==> src/rtl/tqvp_sample_player_pkg.sv <==
// Shared constants for the sample player: register addresses, CTRL/STATUS
// bit positions and the playout state encoding.
package tqvp_sample_player_pkg;

    localparam logic [3:0] ADDR_DATA   = 4'h0;
    localparam logic [3:0] ADDR_DIV_L  = 4'h1;
    localparam logic [3:0] ADDR_DIV_H  = 4'h2;
    localparam logic [3:0] ADDR_CTRL   = 4'h3;
    localparam logic [3:0] ADDR_STATUS = 4'h4;
    localparam logic [3:0] ADDR_OUT    = 4'h5;

    localparam int CTRL_EN   = 0;
    localparam int CTRL_CLR  = 1;
    localparam int CTRL_HOLD = 2;

    localparam int STAT_EMPTY    = 0;
    localparam int STAT_FULL     = 1;
    localparam int STAT_UNDERRUN = 2;
    localparam int STAT_OVERFLOW = 3;
    localparam int STAT_RUNNING  = 4;

    typedef enum logic {
        ST_IDLE = 1'b0,
        ST_RUN  = 1'b1
    } state_e;

endpackage

==> src/rtl/tqvp_sample_fifo.sv <==
// Byte FIFO with first-word-fall-through read data; clr beats push and pop.
module tqvp_sample_fifo
    import tqvp_sample_player_pkg::*;
#(
    parameter int DEPTH   = 8,
    parameter int LEVEL_W = $clog2(DEPTH) + 1
) (
    input  logic               clk,
    input  logic               rst_n,
    input  logic               push,
    input  logic               pop,
    input  logic               clr,
    input  logic [7:0]         wdata,
    output logic [7:0]         rdata,
    output logic [LEVEL_W-1:0] level,
    output logic               empty,
    output logic               full
);

    localparam int AW = $clog2(DEPTH);

    logic [7:0]         mem_q [DEPTH];
    logic [AW-1:0]      wr_ptr_q, wr_ptr_d;
    logic [AW-1:0]      rd_ptr_q, rd_ptr_d;
    logic [LEVEL_W-1:0] level_q, level_d;
    logic               do_push;
    logic               do_pop;

    assign empty = (level_q == '0);
    assign full  = (level_q == LEVEL_W'(DEPTH));
    assign level = level_q;
    assign rdata = mem_q[rd_ptr_q];

    // A push into a full FIFO is only accepted when a pop frees the slot.
    assign do_pop  = pop && !empty && !clr;
    assign do_push = push && (!full || do_pop) && !clr;

    always_comb begin
        wr_ptr_d = wr_ptr_q;
        rd_ptr_d = rd_ptr_q;
        level_d  = level_q;
        if (clr) begin
            wr_ptr_d = '0;
            rd_ptr_d = '0;
            level_d  = '0;
        end else begin
            if (do_push) wr_ptr_d = wr_ptr_q + 1'b1;
            if (do_pop)  rd_ptr_d = rd_ptr_q + 1'b1;
            if (do_push && !do_pop)      level_d = level_q + 1'b1;
            else if (!do_push && do_pop) level_d = level_q - 1'b1;
        end
    end

    always_ff @(posedge clk or negedge rst_n) begin
        if (!rst_n) begin
            wr_ptr_q <= '0;
            rd_ptr_q <= '0;
            level_q  <= '0;
        end else begin
            wr_ptr_q <= wr_ptr_d;
            rd_ptr_q <= rd_ptr_d;
            level_q  <= level_d;
        end
    end

    always_ff @(posedge clk) begin
        if (do_push) mem_q[wr_ptr_q] <= wdata;
    end

endmodule

==> src/rtl/tqvp_sample_player.sv <==
// TinyQV byte peripheral: CPU pushes samples into a FIFO and they are played
// out on uo_out once every DIV+1 clocks while enabled.
module tqvp_sample_player
    import tqvp_sample_player_pkg::*;
#(
    parameter int DEPTH   = 8,
    parameter int LEVEL_W = $clog2(DEPTH) + 1
) (
    input  logic       clk,
    input  logic       rst_n,
    input  logic [7:0] ui_in,
    output logic [7:0] uo_out,
    input  logic [3:0] address,
    input  logic       data_write,
    input  logic [7:0] data_in,
    output logic [7:0] data_out
);

    state_e      state_q, state_d;
    logic [15:0] cnt_q, cnt_d;
    logic [15:0] div_q, div_d;
    logic        en_q, en_d;
    logic        hold_q, hold_d;
    logic        underrun_q, underrun_d;
    logic        overflow_q, overflow_d;
    logic [7:0]  uo_q, uo_d;

    logic [7:0]         fifo_rdata;
    logic [LEVEL_W-1:0] fifo_level;
    logic               fifo_empty;
    logic               fifo_full;

    logic wr_data, wr_ctrl, wr_status, clr, tick, pop;
    logic underrun_set, overflow_set;
    logic unused_ui;

    assign unused_ui = ^ui_in;

    assign wr_data   = data_write && (address == ADDR_DATA);
    assign wr_ctrl   = data_write && (address == ADDR_CTRL);
    assign wr_status = data_write && (address == ADDR_STATUS);
    assign clr       = wr_ctrl && data_in[CTRL_CLR];

    // The rate counter only runs while in RUN with EN still set, so the
    // cycle that sees EN drop neither ticks nor pops.
    assign tick = (state_q == ST_RUN) && en_q && (cnt_q == 16'd0);
    assign pop  = tick && !fifo_empty && !clr;

    assign underrun_set = tick && !pop;
    assign overflow_set = wr_data && fifo_full && !pop && !clr;

    tqvp_sample_fifo #(
        .DEPTH   (DEPTH),
        .LEVEL_W (LEVEL_W)
    ) u_fifo (
        .clk   (clk),
        .rst_n (rst_n),
        .push  (wr_data),
        .pop   (pop),
        .clr   (clr),
        .wdata (data_in),
        .rdata (fifo_rdata),
        .level (fifo_level),
        .empty (fifo_empty),
        .full  (fifo_full)
    );

    always_comb begin
        state_d    = state_q;
        cnt_d      = 16'd0;
        div_d      = div_q;
        en_d       = en_q;
        hold_d     = hold_q;
        underrun_d = underrun_q;
        overflow_d = overflow_q;
        uo_d       = uo_q;

        case (state_q)
            ST_IDLE: if (en_q)  state_d = ST_RUN;
            ST_RUN:  if (!en_q) state_d = ST_IDLE;
            default: state_d = ST_IDLE;
        endcase

        if ((state_q == ST_RUN) && en_q) begin
            cnt_d = tick ? div_q : cnt_q - 16'd1;
        end

        if (pop)       uo_d = fifo_rdata;
        else if (tick) uo_d = hold_q ? uo_q : 8'h00;

        if (data_write && (address == ADDR_DIV_L)) div_d[7:0]  = data_in;
        if (data_write && (address == ADDR_DIV_H)) div_d[15:8] = data_in;
        if (wr_ctrl) begin
            en_d   = data_in[CTRL_EN];
            hold_d = data_in[CTRL_HOLD];
        end

        // Write-1-clear first so a same-cycle set takes priority.
        if (wr_status && data_in[STAT_UNDERRUN]) underrun_d = 1'b0;
        if (wr_status && data_in[STAT_OVERFLOW]) overflow_d = 1'b0;
        if (underrun_set) underrun_d = 1'b1;
        if (overflow_set) overflow_d = 1'b1;
    end

    always_ff @(posedge clk or negedge rst_n) begin
        if (!rst_n) begin
            state_q    <= ST_IDLE;
            cnt_q      <= 16'd0;
            div_q      <= 16'd0;
            en_q       <= 1'b0;
            hold_q     <= 1'b0;
            underrun_q <= 1'b0;
            overflow_q <= 1'b0;
            uo_q       <= 8'h00;
        end else begin
            state_q    <= state_d;
            cnt_q      <= cnt_d;
            div_q      <= div_d;
            en_q       <= en_d;
            hold_q     <= hold_d;
            underrun_q <= underrun_d;
            overflow_q <= overflow_d;
            uo_q       <= uo_d;
        end
    end

    assign uo_out = uo_q;

    always_comb begin
        data_out = 8'h00;
        case (address)
            ADDR_DATA:   data_out = 8'(fifo_level);
            ADDR_DIV_L:  data_out = div_q[7:0];
            ADDR_DIV_H:  data_out = div_q[15:8];
            ADDR_CTRL:   data_out = {5'b0, hold_q, 1'b0, en_q};
            ADDR_STATUS: data_out = {3'b0, (state_q == ST_RUN), overflow_q,
                                     underrun_q, fifo_full, fifo_empty};
            ADDR_OUT:    data_out = uo_q;
            default:     data_out = 8'h00;
        endcase
    end

endmodule

==> config.mk <==
export PLATFORM = sky130hd
export DESIGN_NAME = tqvp_sample_player
export DESIGN_NICKNAME = d
export VERILOG_FILES = /design/src/rtl/tqvp_sample_player_pkg.sv /design/src/rtl/tqvp_sample_fifo.sv /design/src/rtl/tqvp_sample_player.sv
export SDC_FILE = /design/constraint.sdc
export NUM_CORES = 1
export LEC_CHECK = 0
export ABC_AREA = 1
export CORE_ASPECT_RATIO = 0.9
export CORE_MARGIN = 2
export CORE_UTILIZATION = 36
export CTS_BUF_LIST = sky130_fd_sc_hd__clkbuf_4 sky130_fd_sc_hd__clkbuf_8
export DETAILED_ROUTE_END_ITERATION = 10
export MAX_ROUTING_LAYER = met4
export PLACE_DENSITY = 0.61
export SYNTH_ARGS = -nofsm -noshare
export SYNTH_HDL_FRONTEND = slang
export SYNTH_SLANG_ARGS = --single-unit
export TNS_END_PERCENT = 100
==> constraint.sdc <==
create_clock -name clk -period 2.55 [get_ports clk]
set_input_delay 0.51 -clock clk [delete_from_list [all_inputs] [get_ports clk]]
set_output_delay 0.51 -clock clk [all_outputs]
set_load 0.01 [all_outputs]
Yosys cells after proc, flatten, opt, wreduce, memory -nomap -nowiden
Memories as Yosys holds them, arrays and structs flattened.
Index checks and enable logic that the tools add are counted.
{"block": "word_totals", "memories": 1, "input_bits": 23, "output_inout_bits": 16, "ramBits": 64, "reg_bits": 55, "elab_cells": 84}
{"name": "u_fifo.mem_q", "depth": 8, "width": 8, "rd": 1, "rd_clocked_by_memory_dff": 0, "wr": 1, "line_no": "tqvp_sample_fifo.sv:22", "rtl": "logic [7:0] mem_q [DEPTH];"}
{"block": "op_classes", "addsub": 5, "n_reduce_logical": 39, "n_eq_ne": 7, "n_mux": 20}
{"cell": "case mux 8 bit (6 select lines)", "count": 1}
{"cell": "two-way mux 16 bit", "count": 2}
{"cell": "two-way mux 8 bit", "count": 3}
{"cell": "logical AND 1 bit", "count": 22}
{"cell": "zero test 16 bit", "count": 1}
{"cell": "subtractor 16 x 1 -> 16 bit (second input constant)", "count": 1}
{"cell": "two-way mux 3 bit", "count": 4}
{"cell": "two-way mux 4 bit", "count": 3}
{"cell": "nonzero test 2 bit", "count": 5}
{"cell": "equality test 4 x 2 -> 1 bit (second input constant)", "count": 2}
{"cell": "equality test 4 x 3 -> 1 bit (second input constant)", "count": 2}
{"cell": "zero test 4 bit", "count": 2}
{"cell": "two-way mux 1 bit", "count": 7}
{"cell": "adder 3 x 1 -> 3 bit (second input constant)", "count": 2}
{"cell": "zero test 1 bit", "count": 6}
{"cell": "adder 4 x 1 -> 4 bit (second input constant)", "count": 1}
{"cell": "equality test 4 x 1 -> 1 bit (second input constant)", "count": 1}
{"cell": "equality test 4 bit (second input constant)", "count": 1}
{"cell": "subtractor 4 x 1 -> 4 bit (second input constant)", "count": 1}
{"cell": "nonzero test 3 bit", "count": 1}
{"cell": "inequality test 2 x 1 -> 1 bit (second input constant)", "count": 1}
{"cell": "AND reduction 2 bit", "count": 1}
{"cell": "logical OR 1 bit", "count": 1}

Logic depth before layout (Yosys ltp)
Gate-level depths: netlist (run 1).
{"block": "depth", "depth_word": 15, "depth_mapped": 18, "mapped_depth_nobuf": 18}

Cells and area by module
A second synthesis (run 1) with hierarchy kept.
{"block": "unflattened", "hier_cells": 642, "hier_area_um2": 5874.4}
{"mod": "tqvp_sample_fifo", "seq_area_each_um2": 2172.1, "instances": 1, "cells_each": 283, "area_per_inst_um2": 3248.1}
{"mod": "tqvp_sample_player", "seq_area_each_um2": 1126.1, "instances": 1, "cells_each": 359, "area_per_inst_um2": 2626.3}

Worst setup path before layout (run 1)
No wires, ideal clock.
{"block": "synth_path", "path_kind": "reg-to-reg", "start": "reg cnt_q[0]", "end": "mem u_fifo.mem_q[0][0], enable pin", "path_buffers": 0, "t_arrival_ns": 1.850, "required_time_ns": 2.180, "setup_ns": 0.370, "path_stages_with_launch": 11, "slack_ns": 0.330, "period_less_slack_ns": 2.220, "cell_sequence": "dfrtp_1 > inv_1 > ha_1 > nand2_2 > nor2_1 > nand3_2 > nor2_4 > nand2_4 > a21oi_4 > nand2_4 > nor2_1"}
{"block": "synth_between", "elab_chain_len": 11}
{"item": "start: declaration", "line_no": "tqvp_sample_player.sv:20", "rtl": "logic [15:0] cnt_q, cnt_d;"}
{"item": "start signal: assignment", "line_no": "tqvp_sample_player.sv:117", "rtl": "cnt_q <= cnt_d;"}
{"item": "zero test 16 bit", "line_no": "tqvp_sample_player.sv:46", "rtl": "assign tick = (state_q == ST_RUN) && en_q && (cnt_q == 16'd0);"}
{"item": "logical AND 1 bit", "line_no": "tqvp_sample_player.sv:46"}
{"item": "logical AND 1 bit (2 in series)", "line_no": "tqvp_sample_player.sv:47", "rtl": "assign pop = tick && !fifo_empty && !clr;"}
{"item": "logical AND 1 bit (2 in series)", "line_no": "tqvp_sample_fifo.sv:35", "rtl": "assign do_pop = pop && !empty && !clr;"}
{"item": "logical OR 1 bit", "line_no": "tqvp_sample_fifo.sv:36", "rtl": "assign do_push = push && (!full || do_pop) && !clr;"}
{"item": "logical AND 1 bit (2 in series)", "line_no": "tqvp_sample_fifo.sv:36"}
{"item": "two-way mux 1 bit", "line_no": "tqvp_sample_fifo.sv:67", "rtl": "if (do_push) mem_q[wr_ptr_q] <= wdata;"}
{"item": "two-way mux 1 bit (not written as such)", "line_no": "tqvp_sample_fifo.sv:67"}
{"item": "end: declaration", "line_no": "tqvp_sample_fifo.sv:22"}
Every way passes these cells.

Worst setup path in the final report (run 1)
{"block": "layout_path", "start": "reg u_fifo.level_q[0], in the netlist u_fifo.level[0]", "end": "out data_out[0]"}
{"block": "layout_between", "elab_chain_len": 2}
{"item": "start: declaration", "line_no": "tqvp_sample_fifo.sv:25", "rtl": "logic [LEVEL_W-1:0] level_q, level_d;"}
{"item": "start signal: assignment", "line_no": "tqvp_sample_fifo.sv:62", "rtl": "level_q <= level_d;"}
{"item": "zero test 4 bit", "line_no": "tqvp_sample_fifo.sv:29", "rtl": "assign empty = (level_q == '0);"}
{"item": "case mux 8 bit (6 select lines) (*)", "line_no": "tqvp_sample_player.sv:131", "rtl": "case (address)"}
{"item": "end: declaration", "line_no": "tqvp_sample_player.sv:16", "rtl": "output logic [7:0] data_out"}
Mark *: on every way between the ends. The rest lies on a longest branch, timed or not.

==> impl_results.html, run 1 <==
<table>
<tr><th>Metric</th><th>Value</th></tr>
<tr><th colspan="2">Run status</th></tr>
<tr><td>Result of the run</td><td>complete, no violations</td></tr>
<tr><th colspan="2">Yosys</th></tr>
<tr><td>Distinct cell type count after synthesis</td><td>46</td></tr>
<tr><td>Share of flip-flops with an asynchronous set or reset after synthesis</td><td>46.2%</td></tr>
<tr><td>Avg Inst Size Synth</td><td>9.98 um2</td></tr>
<tr><td>Fraction of post-synthesis cell area in the top cell type by area</td><td>34.0%</td></tr>
<tr><td>Syn Std Cell Area</td><td>0.00565 mm2</td></tr>
<tr><td>Predominant post-synthesis flop cell</td><td>edfxtp_1</td></tr>
<tr><td>Yosys warning total</td><td>0</td></tr>
<tr><td>Number of register bits inferred by synthesis</td><td>119</td></tr>
<tr><td>Cell count after synthesis</td><td>566</td></tr>
<tr><td>Synthesized Nets</td><td>596</td></tr>
<tr><td>Cell type with the largest total area after synthesis</td><td>edfxtp_1</td></tr>
<tr><td>Number of synthesized flops with an enable pin</td><td>64</td></tr>
<tr><td>Portion of the post-synthesis area used by sequential elements</td><td>58.4%</td></tr>
<tr><td>Largest cells by area after synthesis</td><td>edfxtp_1 (34%), dfrtp_1 (24%), nand2_1 (10%)</td></tr>
<tr><th colspan="2">Timing</th></tr>
<tr><td>Fmax achieved</td><td>about 420 MHz</td></tr>
<tr><td>Final Slew Violations</td><td>0</td></tr>
<tr><td>Setup Total Neg Slack</td><td>0 ns</td></tr>
<tr><td>Setup repair after global routing missed its margin</td><td>false</td></tr>
<tr><td>Post-layout min period</td><td>2.40 ns</td></tr>
<tr><td>Worst-case setup margin in the final layout</td><td>0.148 ns</td></tr>
<tr><td>Slew @ Worst Pin</td><td>0.731 ns</td></tr>
<tr><td>Number of hold violations in the final report</td><td>0</td></tr>
<tr><td>Relative slew slack</td><td>51.3%</td></tr>
<tr><td>Final cycle utilization of the critical path</td><td>94.2%</td></tr>
<tr><td>Setup Viol. Count Final</td><td>0</td></tr>
<tr><td>Final Skew</td><td>0.0122 ns</td></tr>
<tr><th colspan="2">Clock network</th></tr>
<tr><td>Num CTS Buffers</td><td>17</td></tr>
<tr><td>Source-to-sink clock delay at the later pin of the worst-skew pair</td><td>approximately 0.44 ns</td></tr>
<tr><td>Number of clock sinks</td><td>119</td></tr>
<tr><td>Maximum root-to-sink buffer count</td><td>2</td></tr>
<tr><td>Count of hold buffers inserted by post-cts repair</td><td>0</td></tr>
<tr><td>Clock slew at the register clock pins of the worst setup and hold paths</td><td>0.07 ns</td></tr>
<tr><td>CTS HTree Levels</td><td>4</td></tr>
<tr><td>Clock tree from TritonCTS</td><td>yes</td></tr>
<tr><td>Clock tree root driver cell</td><td>clkbuf_8</td></tr>
<tr><th colspan="2">Placement</th></tr>
<tr><td>Number of placed instances with taps included</td><td>about 830</td></tr>
<tr><td>Placer's final routability congestion estimate</td><td>0.886</td></tr>
<tr><td>Port buffer count</td><td>30</td></tr>
<tr><td>Hpwl dp</td><td>9970 um</td></tr>
<tr><td>Worst-case setup slack after placement</td><td>-0.300 ns</td></tr>
<tr><th colspan="2">Finish</th></tr>
<tr><td>Filler-free cell count of the finished design</td><td>857</td></tr>
<tr><td>Share of final-layout standard cells stronger than drive strength 1</td><td>20.9%</td></tr>
<tr><td>Commonest non-fill, non-tap cells in the layout</td><td>nand2_1 (153), edfxtp_1 (64), dfrtp_1 (55), buf_4 (44), inv_1 (35)</td></tr>
<tr><td>P&amp;R area growth vs syn</td><td>20.9%</td></tr>
<tr><td>Commonest non-fill, non-tap cell in the layout</td><td>nand2_1</td></tr>
<tr><td>Fill cell total of the finished layout</td><td>1510</td></tr>
<tr><td>Core Util, Final</td><td>around 44%</td></tr>
<tr><td>Nets</td><td>672</td></tr>
<tr><td>Antenna Diode Count</td><td>0</td></tr>
<tr><td>Combined flip-flop and latch cell area</td><td>0.00330 mm2</td></tr>
<tr><td>Area of combinational cells with multiple inputs</td><td>~0.0021 mm2</td></tr>
<tr><th colspan="2">Worst setup path</th></tr>
<tr><td>Delay-heaviest family, CP</td><td>simple AND/OR/NAND/NOR gates</td></tr>
<tr><td>Critical Path Sink Type</td><td>output port</td></tr>
<tr><td>Origin of the critical flop-to-flop path</td><td>cnt_q[0]</td></tr>
<tr><td>Data arrival time of the critical path</td><td>1.89 ns</td></tr>
<tr><td>Cell Chain, Critical Path</td><td>inv_2 -&gt; nand2_1 -&gt; nor3_2 -&gt; a22oi_1 -&gt; nand3_1 -&gt; dlygate4sd2_1</td></tr>
<tr><td>Maximum fanout along the worst path</td><td>5</td></tr>
<tr><td>Crit path kind</td><td>register to output port</td></tr>
<tr><td>CP startpoint</td><td>u_fifo.level[0]</td></tr>
<tr><td>Largest stage delay on the critical path</td><td>0.39 ns</td></tr>
<tr><td>Worst endpoint required time</td><td>2.04 ns</td></tr>
<tr><td>Startpoint type of the worst setup path</td><td>register</td></tr>
<tr><td>CP max stage cell</td><td>dfrtp_1</td></tr>
<tr><td>Worst Path Buf+Inv</td><td>2</td></tr>
<tr><th colspan="2">Die</th></tr>
<tr><td>Die X-Extent</td><td>136 um</td></tr>
<tr><td>Std-Cell Rows</td><td>43</td></tr>
<tr><td>Starting utilization of the core area</td><td>a little under two fifths</td></tr>
<tr><td>Die height</td><td>123 um</td></tr>
<tr><td>Area of the die</td><td>approximately 0.017 mm2</td></tr>
<tr><td>Top Ports</td><td>39</td></tr>
<tr><td>Std-Cell Core Area</td><td>0.0154 mm2</td></tr>
<tr><th colspan="2">GRT</th></tr>
<tr><td>All-layer global routing usage</td><td>between 10% and 20%</td></tr>
<tr><td>Largest net degree at the start of global routing</td><td>56</td></tr>
<tr><td>Number of global-route vias before repair</td><td>roughly 4300</td></tr>
<tr><td>Antenna violations before repair</td><td>0</td></tr>
<tr><td>Global-route wire length before repair</td><td>around 22000 um</td></tr>
<tr><td>Global-route congestion overflow total</td><td>0</td></tr>
<tr><th colspan="2">Flow run</th></tr>
<tr><td># Max-Cap Violations</td><td>0</td></tr>
<tr><th colspan="2">Routing</th></tr>
<tr><td>TritonRoute pass-1 iters</td><td>5</td></tr>
<tr><td>Number of DRC violations after detailed routing</td><td>0</td></tr>
<tr><td>Via count of the routed design</td><td>~4400</td></tr>
<tr><td>First DRT Iteration DRCs</td><td>390</td></tr>
<tr><td>Remaining antenna violation count after routing</td><td>0</td></tr>
<tr><td>Average wire per standard cell</td><td>between 15 and 20 um</td></tr>
<tr><td>Post-detailed-routing wire length</td><td>14000 um</td></tr>
<tr><td>Routed vias/inst</td><td>a little over 5</td></tr>
<tr><th colspan="2">Power and ir drop</th></tr>
<tr><td>Worst VDD drop</td><td>0.000429 V</td></tr>
<tr><td>Overall power consumption</td><td>approximately 6.0 mW</td></tr>
<tr><td>Power per cell area</td><td>879 mW/mm2</td></tr>
<tr><td>Static power due to leakage</td><td>3.02 nW</td></tr>
<tr><th colspan="2">Min path</th></tr>
<tr><td>Worst hold path type</td><td>input pin to async pin</td></tr>
</table>
-- synth_stat cells (all sizes together) (8+ instances only) --
cell    instances
o21ai          45
dfrtp          55
nor2           42
clkbuf         12
nor3            9
nand3          20
inv            53
nand2         161
edfxtp         64
a32oi           8
a32o            8
o211ai         12
a21oi          28
-- power breakdown --
part           internal [mW]  switching, mW
logic                  0.763           1.23
registers               2.27          0.283
clock network          0.725          0.729
total                   3.76           2.24
-- registers in the layout (all words and copies together) (netlist names), 3 cells and up --
register / count
cnt_q: 16
div_q: 16
u_fifo.level: 4
u_fifo.mem_q: 64
u_fifo.rd_ptr_q: 3
u_fifo.wr_ptr_q: 3
uo_out: 8
-- routing by layer --
layer | routed length [um] | vias up | part of all wire, % | global-route usage [%]
met4 | 141 | 0 | 1.0 | 5.79
met3 | 831 | 14 | 5.9 | 4.79
met1 | 6660 | 2160 | 48 | 24.5
met5 | 0 | - | 0 | -
li1 | - | 2099 | - | -
met2 | 6380 | 132 | 46 | 27.0
-- metrics by stage --
stage	hold slack [ns]	instance area [um2]
floorplan	0.214	5650
global placement	0.470	6450
detailed placement	0.483	6450
CTS	0.235	6780
global route	0.258	6830
finish	0.228	6830
-- cell families (layout without fill, tap and decap cells) --
kind of cell	after synthesis	after routing	synth area share [%]
AND/OR/NAND/NOR	241	241	20.1
flip-flops	119	119	58.4
AO/OA/AOI/OAI	116	116	13.2
buffers and inverters	73	162	5.12
XOR/XNOR	10	10	1.55
adder cells (fa/ha/maj)	7	7	1.68
-- layout make-up --
type / count / area share (%)
clock inverter: 10 / 0.843
sequential: 119 / 48.3
inverter: 55 / 3.04
timing repair buffer: 75 / 9.38
multi-input combinational: 374 / 30.6
clock buffer: 22 / 4.07
tap: 202 / 3.70
-- final timing paths --
check / end / depth (start not counted) / slack, ns
min in group clk: div_q[6] / 2 / 0.50
min reg2reg: div_q[6] / 2 / 0.50
max reg2reg: u_fifo.mem_q[1][2] / 12 / 0.17
max: data_out[0] / 6 / 0.15
max in group asynchronous: uo_out[0] / 2 / 1.84
min: cnt_q[1] / 2 / 0.23
-- timing repair --
action / in CTS / in global routing
pin swaps: 0 / 2
setup buffers: 0 / 0
gates cloned: 0 / 0
hold endpoints to repair: 0 / 0
resized for setup: 9 / 14
setup endpoints to repair: 8 / 74
Note: power is estimated with default switching activity, not from simulation.
==> inputs of run 2 (changes only) <==
--- a/config.mk
+++ b/config.mk
@@ -13,6 +13,7 @@
 export DETAILED_ROUTE_END_ITERATION = 10
 export MAX_ROUTING_LAYER = met4
 export PLACE_DENSITY = 0.61
+export SETUP_SLACK_MARGIN = 0.15
 export SYNTH_ARGS = -nofsm -noshare
 export SYNTH_HDL_FRONTEND = slang
 export SYNTH_SLANG_ARGS = --single-unit
==> constraint.sdc (replaced) <==
create_clock -name clk -period 3.1 [get_ports clk]
set_input_delay 0.62 -clock clk [delete_from_list [all_inputs] [get_ports clk]]
set_output_delay 0.62 -clock clk [all_outputs]
set_load 0.01 [all_outputs]
==> run 2 against run 1 <==
  * Via count is 4.5% lower
  * Total power is 17% lower
  * Non-clock buffer count is 23 lower
  * Largest cell class unchanged
  * Register-to-register slack better by 0.34 ns
==> impl_results.html, run 2 (same netlist as run 1, synthesis figures left out) <==
<table>
<tr><th>Metric</th><th>Value</th></tr>
<tr><th colspan="2">Timing</th></tr>
<tr><td>Slew @ Worst Pin</td><td>0.852 ns (was 0.731 ns)</td></tr>
<tr><td>Final cycle utilization of the critical path</td><td>89.1%</td></tr>
<tr><td>Worst hold slack</td><td>0.181 ns (was 0.228 ns)</td></tr>
<tr><td>Setup repair after global routing missed its margin</td><td>false (unchanged)</td></tr>
<tr><td>Final Skew</td><td>0.0111 ns (was 0.0122 ns)</td></tr>
<tr><td>Number of hold violations in the final report</td><td>0 (unchanged)</td></tr>
<tr><td>Final Slew Violations</td><td>0 (unchanged)</td></tr>
<tr><td>Setup Total Neg Slack</td><td>0 ns (unchanged)</td></tr>
<tr><td>Post-layout min period</td><td>2.76 ns</td></tr>
<tr><td>Setup Viol. Count Final</td><td>0 (unchanged)</td></tr>
<tr><td>Relative slew slack</td><td>43.2% (was 51.3%)</td></tr>
<tr><td>Fmax achieved</td><td>around 360 MHz</td></tr>
<tr><th colspan="2">GRT</th></tr>
<tr><td>Largest net degree at the start of global routing</td><td>36 (was 56)</td></tr>
<tr><td>Antenna violations before repair</td><td>0 (unchanged)</td></tr>
<tr><td>Global-route congestion overflow total</td><td>0 (unchanged)</td></tr>
<tr><td>All-layer global routing usage</td><td>17.7% (was 18.2%)</td></tr>
<tr><td>Global-route wire length before repair</td><td>21500 um (was 22000 um)</td></tr>
<tr><td>Number of global-route vias before repair</td><td>4088 (was 4332)</td></tr>
<tr><th colspan="2">Routing</th></tr>
<tr><td>TritonRoute pass-1 iters</td><td>4 (was 5)</td></tr>
<tr><td>Via count of the routed design</td><td>4205 (was 4405)</td></tr>
<tr><td>Post-detailed-routing wire length</td><td>13300 um (was 14000 um)</td></tr>
<tr><td>Remaining antenna violation count after routing</td><td>0 (unchanged)</td></tr>
<tr><td>First DRT Iteration DRCs</td><td>310 (was 390)</td></tr>
<tr><td>Average wire per standard cell</td><td>16.0 um (was 16.4 um)</td></tr>
<tr><td>Number of DRC violations after detailed routing</td><td>0 (unchanged)</td></tr>
<tr><td>Routed vias/inst</td><td>5.04 (was 5.14)</td></tr>
<tr><th colspan="2">Die</th></tr>
<tr><td>Std-Cell Core Area</td><td>0.0154 mm2 (unchanged)</td></tr>
<tr><td>Die X-Extent</td><td>136 um (unchanged)</td></tr>
<tr><td>Top Ports</td><td>39 (unchanged)</td></tr>
<tr><td>Starting utilization of the core area</td><td>36.7% (unchanged)</td></tr>
<tr><td>Std-Cell Rows</td><td>43 (unchanged)</td></tr>
<tr><td>Area of the die</td><td>0.0167 mm2 (unchanged)</td></tr>
<tr><td>Die height</td><td>123 um (unchanged)</td></tr>
<tr><th colspan="2">Clock network</th></tr>
<tr><td>Clock tree root driver cell</td><td>clkbuf_8 (unchanged)</td></tr>
<tr><td>Source-to-sink clock delay at the later pin of the worst-skew pair</td><td>0.44 ns (about the same)</td></tr>
<tr><td>Maximum root-to-sink buffer count</td><td>2 (unchanged)</td></tr>
<tr><td>Num CTS Buffers</td><td>17 (unchanged)</td></tr>
<tr><td>Clock slew at the register clock pins of the worst setup and hold paths</td><td>0.07 ns (about the same)</td></tr>
<tr><td>CTS HTree Levels</td><td>4 (unchanged)</td></tr>
<tr><td>Clock tree from TritonCTS</td><td>yes (unchanged)</td></tr>
<tr><td>Number of clock sinks</td><td>119 (unchanged)</td></tr>
<tr><th colspan="2">Power and ir drop</th></tr>
<tr><td>Static power due to leakage</td><td>2.92 nW (was 3.02 nW)</td></tr>
<tr><td>Worst VDD drop</td><td>0.000317 V (was 0.000429 V)</td></tr>
<tr><td>Power per cell area</td><td>748 mW/mm2 (was 879 mW/mm2)</td></tr>
<tr><th colspan="2">Worst setup path</th></tr>
<tr><td>Maximum fanout along the worst path</td><td>4 (was 5)</td></tr>
<tr><td>Delay-heaviest family, CP</td><td>buffers and inverters (was simple AND/OR/NAND/NOR gates)</td></tr>
<tr><td>Crit path kind</td><td>input pin to output port (was register to output port)</td></tr>
<tr><td>Largest stage delay on the critical path</td><td>0.52 ns (was 0.39 ns)</td></tr>
<tr><td>Worst Path Buf+Inv</td><td>2 (unchanged)</td></tr>
<tr><td>Startpoint type of the worst setup path</td><td>input pin (was register)</td></tr>
<tr><td>Cell depth of the worst flop-to-flop path</td><td>12 (unchanged)</td></tr>
<tr><td>Critical Path Sink Type</td><td>output port (unchanged)</td></tr>
<tr><td>Worst endpoint required time</td><td>2.48 ns (was 2.04 ns)</td></tr>
<tr><td>WP depth</td><td>7 (was 6)</td></tr>
<tr><td>CP max stage cell</td><td>clkdlybuf4s50_1 (was dfrtp_1)</td></tr>
<tr><td>Data arrival time of the critical path</td><td>2.14 ns (was 1.89 ns)</td></tr>
<tr><td>Cell Chain, Critical Path</td><td>clkdlybuf4s50_1 -&gt; nor2_1 -&gt; nand2_1 -&gt; o21ai_0 -&gt; a221oi_1 -&gt; nand3_1 -&gt; dlygate4sd2_1 (was inv_2 -&gt; nand2_1 -&gt; nor3_2 -&gt; a22oi_1 -&gt; nand3_1 -&gt; dlygate4sd2_1)</td></tr>
<tr><th colspan="2">Finish</th></tr>
<tr><td>Commonest non-fill, non-tap cells in the layout</td><td>nand2_1 (152), edfxtp_1 (64), dfrtp_1 (55), inv_1 (36), o21ai_0 (34) (was nand2_1 (153), edfxtp_1 (64), dfrtp_1 (55), buf_4 (44), inv_1 (35))</td></tr>
<tr><td>Antenna Diode Count</td><td>0 (unchanged)</td></tr>
<tr><td>Flip-flop count of the largest register, all copies and words added</td><td>64 (unchanged)</td></tr>
<tr><td>Biggest regs</td><td>u_fifo.mem_q (64), cnt_q (16), div_q (16) (unchanged)</td></tr>
<tr><td>Nets</td><td>649 (was 672)</td></tr>
<tr><td>Commonest non-fill, non-tap cell in the layout</td><td>nand2_1 (unchanged)</td></tr>
<tr><td>Register with the highest flop count</td><td>u_fifo.mem_q (unchanged)</td></tr>
<tr><td>Core Util, Final</td><td>43.5% (was 44.4%)</td></tr>
<tr><td>P&amp;R area growth vs syn</td><td>18.4% (was 20.9%)</td></tr>
<tr><td>Share of final-layout standard cells stronger than drive strength 1</td><td>17.2% (was 20.9%)</td></tr>
<tr><th colspan="2">Placement</th></tr>
<tr><td>Placer's final routability congestion estimate</td><td>0.907 (was 0.886)</td></tr>
<tr><td>Port buffer count</td><td>30 (unchanged)</td></tr>
<tr><td>Hpwl dp</td><td>9720 um (was 9970 um)</td></tr>
<tr><th colspan="2">Flow run</th></tr>
<tr><td># Max-Cap Violations</td><td>0 (unchanged)</td></tr>
<tr><th colspan="2">Min path</th></tr>
<tr><td>Worst hold path type</td><td>input pin to async pin (unchanged)</td></tr>
<tr><th colspan="2">Run status</th></tr>
<tr><td>Result of the run</td><td>complete, no violations (unchanged)</td></tr>
</table>
## run 2: cell types whose count changed in the layout (fill, tap and decap cells not counted), moves of 2 or more
cell	previous run	this run
buf_4	44	21
bufinv_16	0	2
clkbuf_4	4	1
clkinv_1	1	3
clkinv_2	8	5
clkinvlp_4	3	5
nor2_1	28	31
nor2_2	7	4
## run 2: power breakdown
| group | switching [mW] | leakage (nW) | internal [mW] | total, mW |
|---|---|---|---|---|
| Sequential | 0.242 | 1.29 | 1.87 | 2.11 |
| Combinational | 0.969 | 1.45 | 0.597 | 1.57 |
| Clock | 0.621 | 0.179 | 0.710 | 1.33 |
| Total | 1.83 | 2.92 | 3.17 | 5.00 |
## run 2: final cells by class
cell class                      instances  area, um2
Timing Repair Buffer                   52        478
Tap cell                              202        253
Multi-Input combinational cell        374       2070
Fill cell                            1464       8700
Inverter                               55        208
Sequential cell                       119       3300
Clock inverter                         14        134
Clock buffer                           18        241
## run 2: timing repair
| action | 4_1_cts | 5_1_grt |
|---|---|---|
| hold buffers | 0 | 0 |
| gates resized for setup | 8 | 8 |
| setup endpoints to repair | 8 | 5 |
| buffers inserted | 1 | 0 |
| pin swaps | 1 | 1 |
## run 2: routing by layer
layer,wire (um),track usage (%)
met3,837,4.92
met2,6110,25.8
met5,0,-
met1,6220,23.8
met4,165,5.92
## run 2: metrics by stage
step                      instances  area [um2]  power (mW)  worst slack, ns
after floorplan                 566        5650        3.18            0.799
after global placement          801        6270        3.64           0.0771
after detailed placement        801        6270        3.69          0.00867
after CTS                       834        6670        5.04            0.154
after global routing            834        6690        5.34            0.164
final                           834        6690        5.00            0.337
## run 2: worst paths after layout
path	start	endpoint	slack, ns
setup / recovery	address[1]	data_out[2]	0.34
hold / removal	rst_n	cnt_q[8]	0.18
setup reg to reg	cnt_q[0]	u_fifo.mem_q[6][4]	0.51
hold reg to reg	div_q[5]	div_q[5]	0.49
max in group asynchronous	rst_n	div_q[1]	2.26
min in group clk	div_q[5]	div_q[5]	0.49
==> edit 1 (config.mk and constraints of run 2) <==
Take the reset off `uo_q` and load it in a clocked block of its own.
--- a/src/rtl/tqvp_sample_player.sv
+++ b/src/rtl/tqvp_sample_player.sv
@@ -111,7 +111,6 @@
             hold_q     <= 1'b0;
             underrun_q <= 1'b0;
             overflow_q <= 1'b0;
-            uo_q       <= 8'h00;
         end else begin
             state_q    <= state_d;
             cnt_q      <= cnt_d;
@@ -120,8 +119,11 @@
             hold_q     <= hold_d;
             underrun_q <= underrun_d;
             overflow_q <= overflow_d;
-            uo_q       <= uo_d;
         end
+    end
+
+    always_ff @(posedge clk) begin
+        uo_q <= uo_d;
     end
 
     assign uo_out = uo_q;
Check against the original RTL: differs if rst_n is asserted again (counterexample within 4 cycles, from zero or initial values and one cycle with rst_n low); with rst_n held inactive, the same outputs for 4 cycles.
==> edit 1 against run 2 <==
Design area fell by 1.9%; routed wire length fell by 2.1%; sequential cell count did not move; sequential power fell by 4%; setup slack got worse by 220 ps; non-clock buffer count rose by 2; area after synthesis fell by 2.7%; total power fell by 4.8%; largest cell class unchanged.
==> edit 1: results (changes against run 2) <==
[synthesis]
yosys-top-cells-area=edfxtp_1 (39%), dfrtp_1 (21%), nand2_1 (6.5%)  ; was edfxtp_1 (34%), dfrtp_1 (24%), nand2_1 (10%)
synth_nets=576  ; was 596
synth_edf_count=72  ; was 64
synth_common_cells=nand2_1 (95), nor2_1 (77), edfxtp_1 (72), o21ai_0 (57), dfrtp_1 (47)  ; was nand2_1 (153), edfxtp_1 (64), dfrtp_1 (55), inv_1 (37), o21ai_0 (35)
synthAdderAreaFrac_pct=1.73  ; was 1.68%
synth_compound_area_share_pct=12.9  ; was 13.2%
ys_types=42  ; was 46

[placement]
dpl.hpwl_um=9120  ; was 9720 um
pre_cts_ws_ps=-23.7  ; was 8.67 ps
dpl_cell_area_sq_um=6130  ; was 6270 sq um
placed_cells=779  ; was 801

[global_route]
grt_util_met1_pct=23.2  ; was 23.8%
track_usage_pct=18.0  ; was 17.7%
use_met3_pct=3.43  ; was 4.92%
use_met2_pct=27.9  ; was 25.8%

[power_and_ir_drop]
intPower_w=0.00307  ; was 0.00317 W
leakagePower_nw=2.69  ; was 2.92 nW

[layout]
syn_to_final_growth_pct=19.4  ; was 18.4%
nNonClkBuffers=54  ; was 52
register_area_sq_um=3340  ; was 3300 sq um
fin_nets=632  ; was 649
multiInputGateArea_sq_um=1930  ; was 2070 sq um

[sta]
slew_headroom_pct=27.2  ; was 43.2%

[route]
dr.pass1.iters=5  ; was 4
first_iter_violations=345  ; was 310
wl_per_cell_um=16.1  ; was 16.0 um

[worst_setup_path]
cp_data_arrival_time_ps=2360  ; was 2140 ps
max_stage_delay_ps=540  ; was 520 ps

[status]
status=complete, no violations  ; unchanged

## edit 1: path summary, 6_finish.rpt
kind | start | endpoint | slack, ps
max | address[0] | data_out[3] | 120
min | rst_n | cnt_q[4]$_DFF_PN0_ | 390
max reg2reg | cnt_q[0]$_DFF_PN0_ | u_fifo.mem_q[4][3]$_DFFE_PP_ | 460
min reg2reg | en_q$_DFFE_PN0N_ | state_q$_DFF_PN0_ | 470
max in group asynchronous | rst_n | div_q[15]$_DFFE_PN0P_ | 2030
min in group clk | en_q$_DFFE_PN0N_ | state_q$_DFF_PN0_ | 470
## edit 1: timing repair
action,in CTS,in global routing
setup buffers,2,0
pin swaps,2,1
setup endpoints to repair,8,12
gates resized for setup,8,5
## edit 1: power by group through the flow
stage                     sequential [W]  combinational, W  clock, W
after floorplan                  0.00199          0.000983         0
after global placement           0.00205           0.00131         0
after detailed placement         0.00206           0.00134         0
after CTS                        0.00203           0.00134   0.00142
after global routing             0.00206           0.00154   0.00149
final                            0.00203           0.00135   0.00138
==> edit 2 (flow settings as in run 2) <==
Made on the original files. `DEPTH` is set to 8 in 2 places; all go to 16.
--- a/src/rtl/tqvp_sample_fifo.sv
+++ b/src/rtl/tqvp_sample_fifo.sv
@@ -2,7 +2,7 @@
 module tqvp_sample_fifo
     import tqvp_sample_player_pkg::*;
 #(
-    parameter int DEPTH   = 8,
+    parameter int DEPTH   = 16,
     parameter int LEVEL_W = $clog2(DEPTH) + 1
 ) (
     input  logic               clk,
--- a/src/rtl/tqvp_sample_player.sv
+++ b/src/rtl/tqvp_sample_player.sv
@@ -3,7 +3,7 @@
 module tqvp_sample_player
     import tqvp_sample_player_pkg::*;
 #(
-    parameter int DEPTH   = 8,
+    parameter int DEPTH   = 16,
     parameter int LEVEL_W = $clog2(DEPTH) + 1
 ) (
     input  logic       clk,
Behaviour: same outputs for any inputs over 4 cycles, from zero or initial values and one cycle with rst_n low; that may be too few to reach the edited logic, so the function may still have changed.
==> edit 2 against run 2 <==
Critical path depth rose by 1; area after synthesis rose by 50%; clock power rose by 23%; total power rose by 44%; setup slack got worse by 200 ps; critical endpoint is now data_out[1]; sequential cell count rose by 67; first-iteration DRC count rose by 68%; design area rose by 45%; core utilization fell by 1.7 points; routed wire length rose by 53%.
==> edit 2: results (changes against run 2) <==
[status]
status=complete, no violations  ; unchanged

[global_route]
use_met3_pct=2.83  ; was 4.92%
grt_pass1_wl_um=31900  ; was 21500 um

[power_and_ir_drop]
leakagePower_nw=3.96  ; was 2.92 nW
ir_drop_v=0.000353  ; was 0.000317 V

[worst_setup_path]
reg2reg_setup_slack_ps=610  ; was 510 ps
critPathMaxFanout=7  ; was 4
cp_data_arrival_time_ps=2350  ; was 2140 ps

[synthesis]
yosys-top-cells-area=edfxtp_1 (45%), dfrtp_1 (17%), nand2_1 (9.8%)  ; was edfxtp_1 (34%), dfrtp_1 (24%), nand2_1 (10%)
ys_types=40  ; was 46
synth_compound_area_share_pct=8.56  ; was 13.2%
synthAdderAreaFrac_pct=1.86  ; was 1.68%
synth_common_cells=nand2_1 (220), edfxtp_1 (128), nand3_1 (89), dfrtp_1 (58), a21oi_1 (42)  ; was nand2_1 (153), edfxtp_1 (64), dfrtp_1 (55), inv_1 (37), o21ai_0 (35)
synth_edf_count=128  ; was 64
synth_nets=848  ; was 596

[route]
dr_wl_met3_um=1030  ; was 837 um
first_iter_violations=521  ; was 310
route.met2.wl_um=9200  ; was 6110 um
m1WireLength_um=9980  ; was 6220 um

[layout]
drive_above_1_share_pct=14.9  ; was 17.2%
fin_nets=902  ; was 649
clkCellAreaFrac_pct=4.17  ; was 5.61%
final-nonclk-buf-share_pct=5.94  ; was 7.15%
seq_area_share_pct=54.7  ; was 49.3%
clkbuf_count=17  ; was 18
top_regs=u_fifo.mem_q x128, cnt_q x16, div_q x16  ; was u_fifo.mem_q x64, cnt_q x16, div_q x16
nFillCells=2256  ; was 1464
multiInputGateArea_sq_um=2830  ; was 2070 sq um

[sta]
fin_ws_ps=133  ; was 337 ps
fin_worst_skew_ps=25.7  ; was 11.1 ps
hold-worst-slack_ps=215  ; was 181 ps
slew_headroom_pct=41.3  ; was 43.2%

[clocking]
clk_pin_slew_worst_paths_ps=110  ; was 70 ps
clock_latency_ps=460  ; was 440 ps
post_cts_resized=4  ; was 8

-- edit 2: report_power, final --
| part | internal [W] | switching, W |
|---|---|---|
| Combinational | 0.000853 | 0.00164 |
| Sequential | 0.00287 | 0.000230 |
| Clock | 0.000615 | 0.00102 |
| Total | 0.00434 | 0.00289 |
-- edit 2: worst register-to-register path: stages (launching register included) --
cell     delay (ps)
dfrtp_1         380
inv_1           170
ha_1            210
nand2_1          60
nor2_1           90
nand2_1          90
nor2_4          200
nand4_4         140
nand3_2         160
ha_1            290
a21oi_1         180
nand2_1          70
nand2_1          60
nand2_1          60
nand4_1          90
nand2_1          50
nand2_1          60
nand2_1          40
-- edit 2: stage by stage --
| step | total power [W] | instance area, sq um |
|---|---|---|
| 6_report | 0.00723 | 9690 |
| 5_1_grt | 0.00768 | 9690 |
| 4_1_cts | 0.00727 | 9630 |
| 3_5_place_dp | 0.00565 | 9220 |
| 3_3_place_gp | 0.00562 | 9220 |
| 2_1_floorplan | 0.00488 | 8460 |
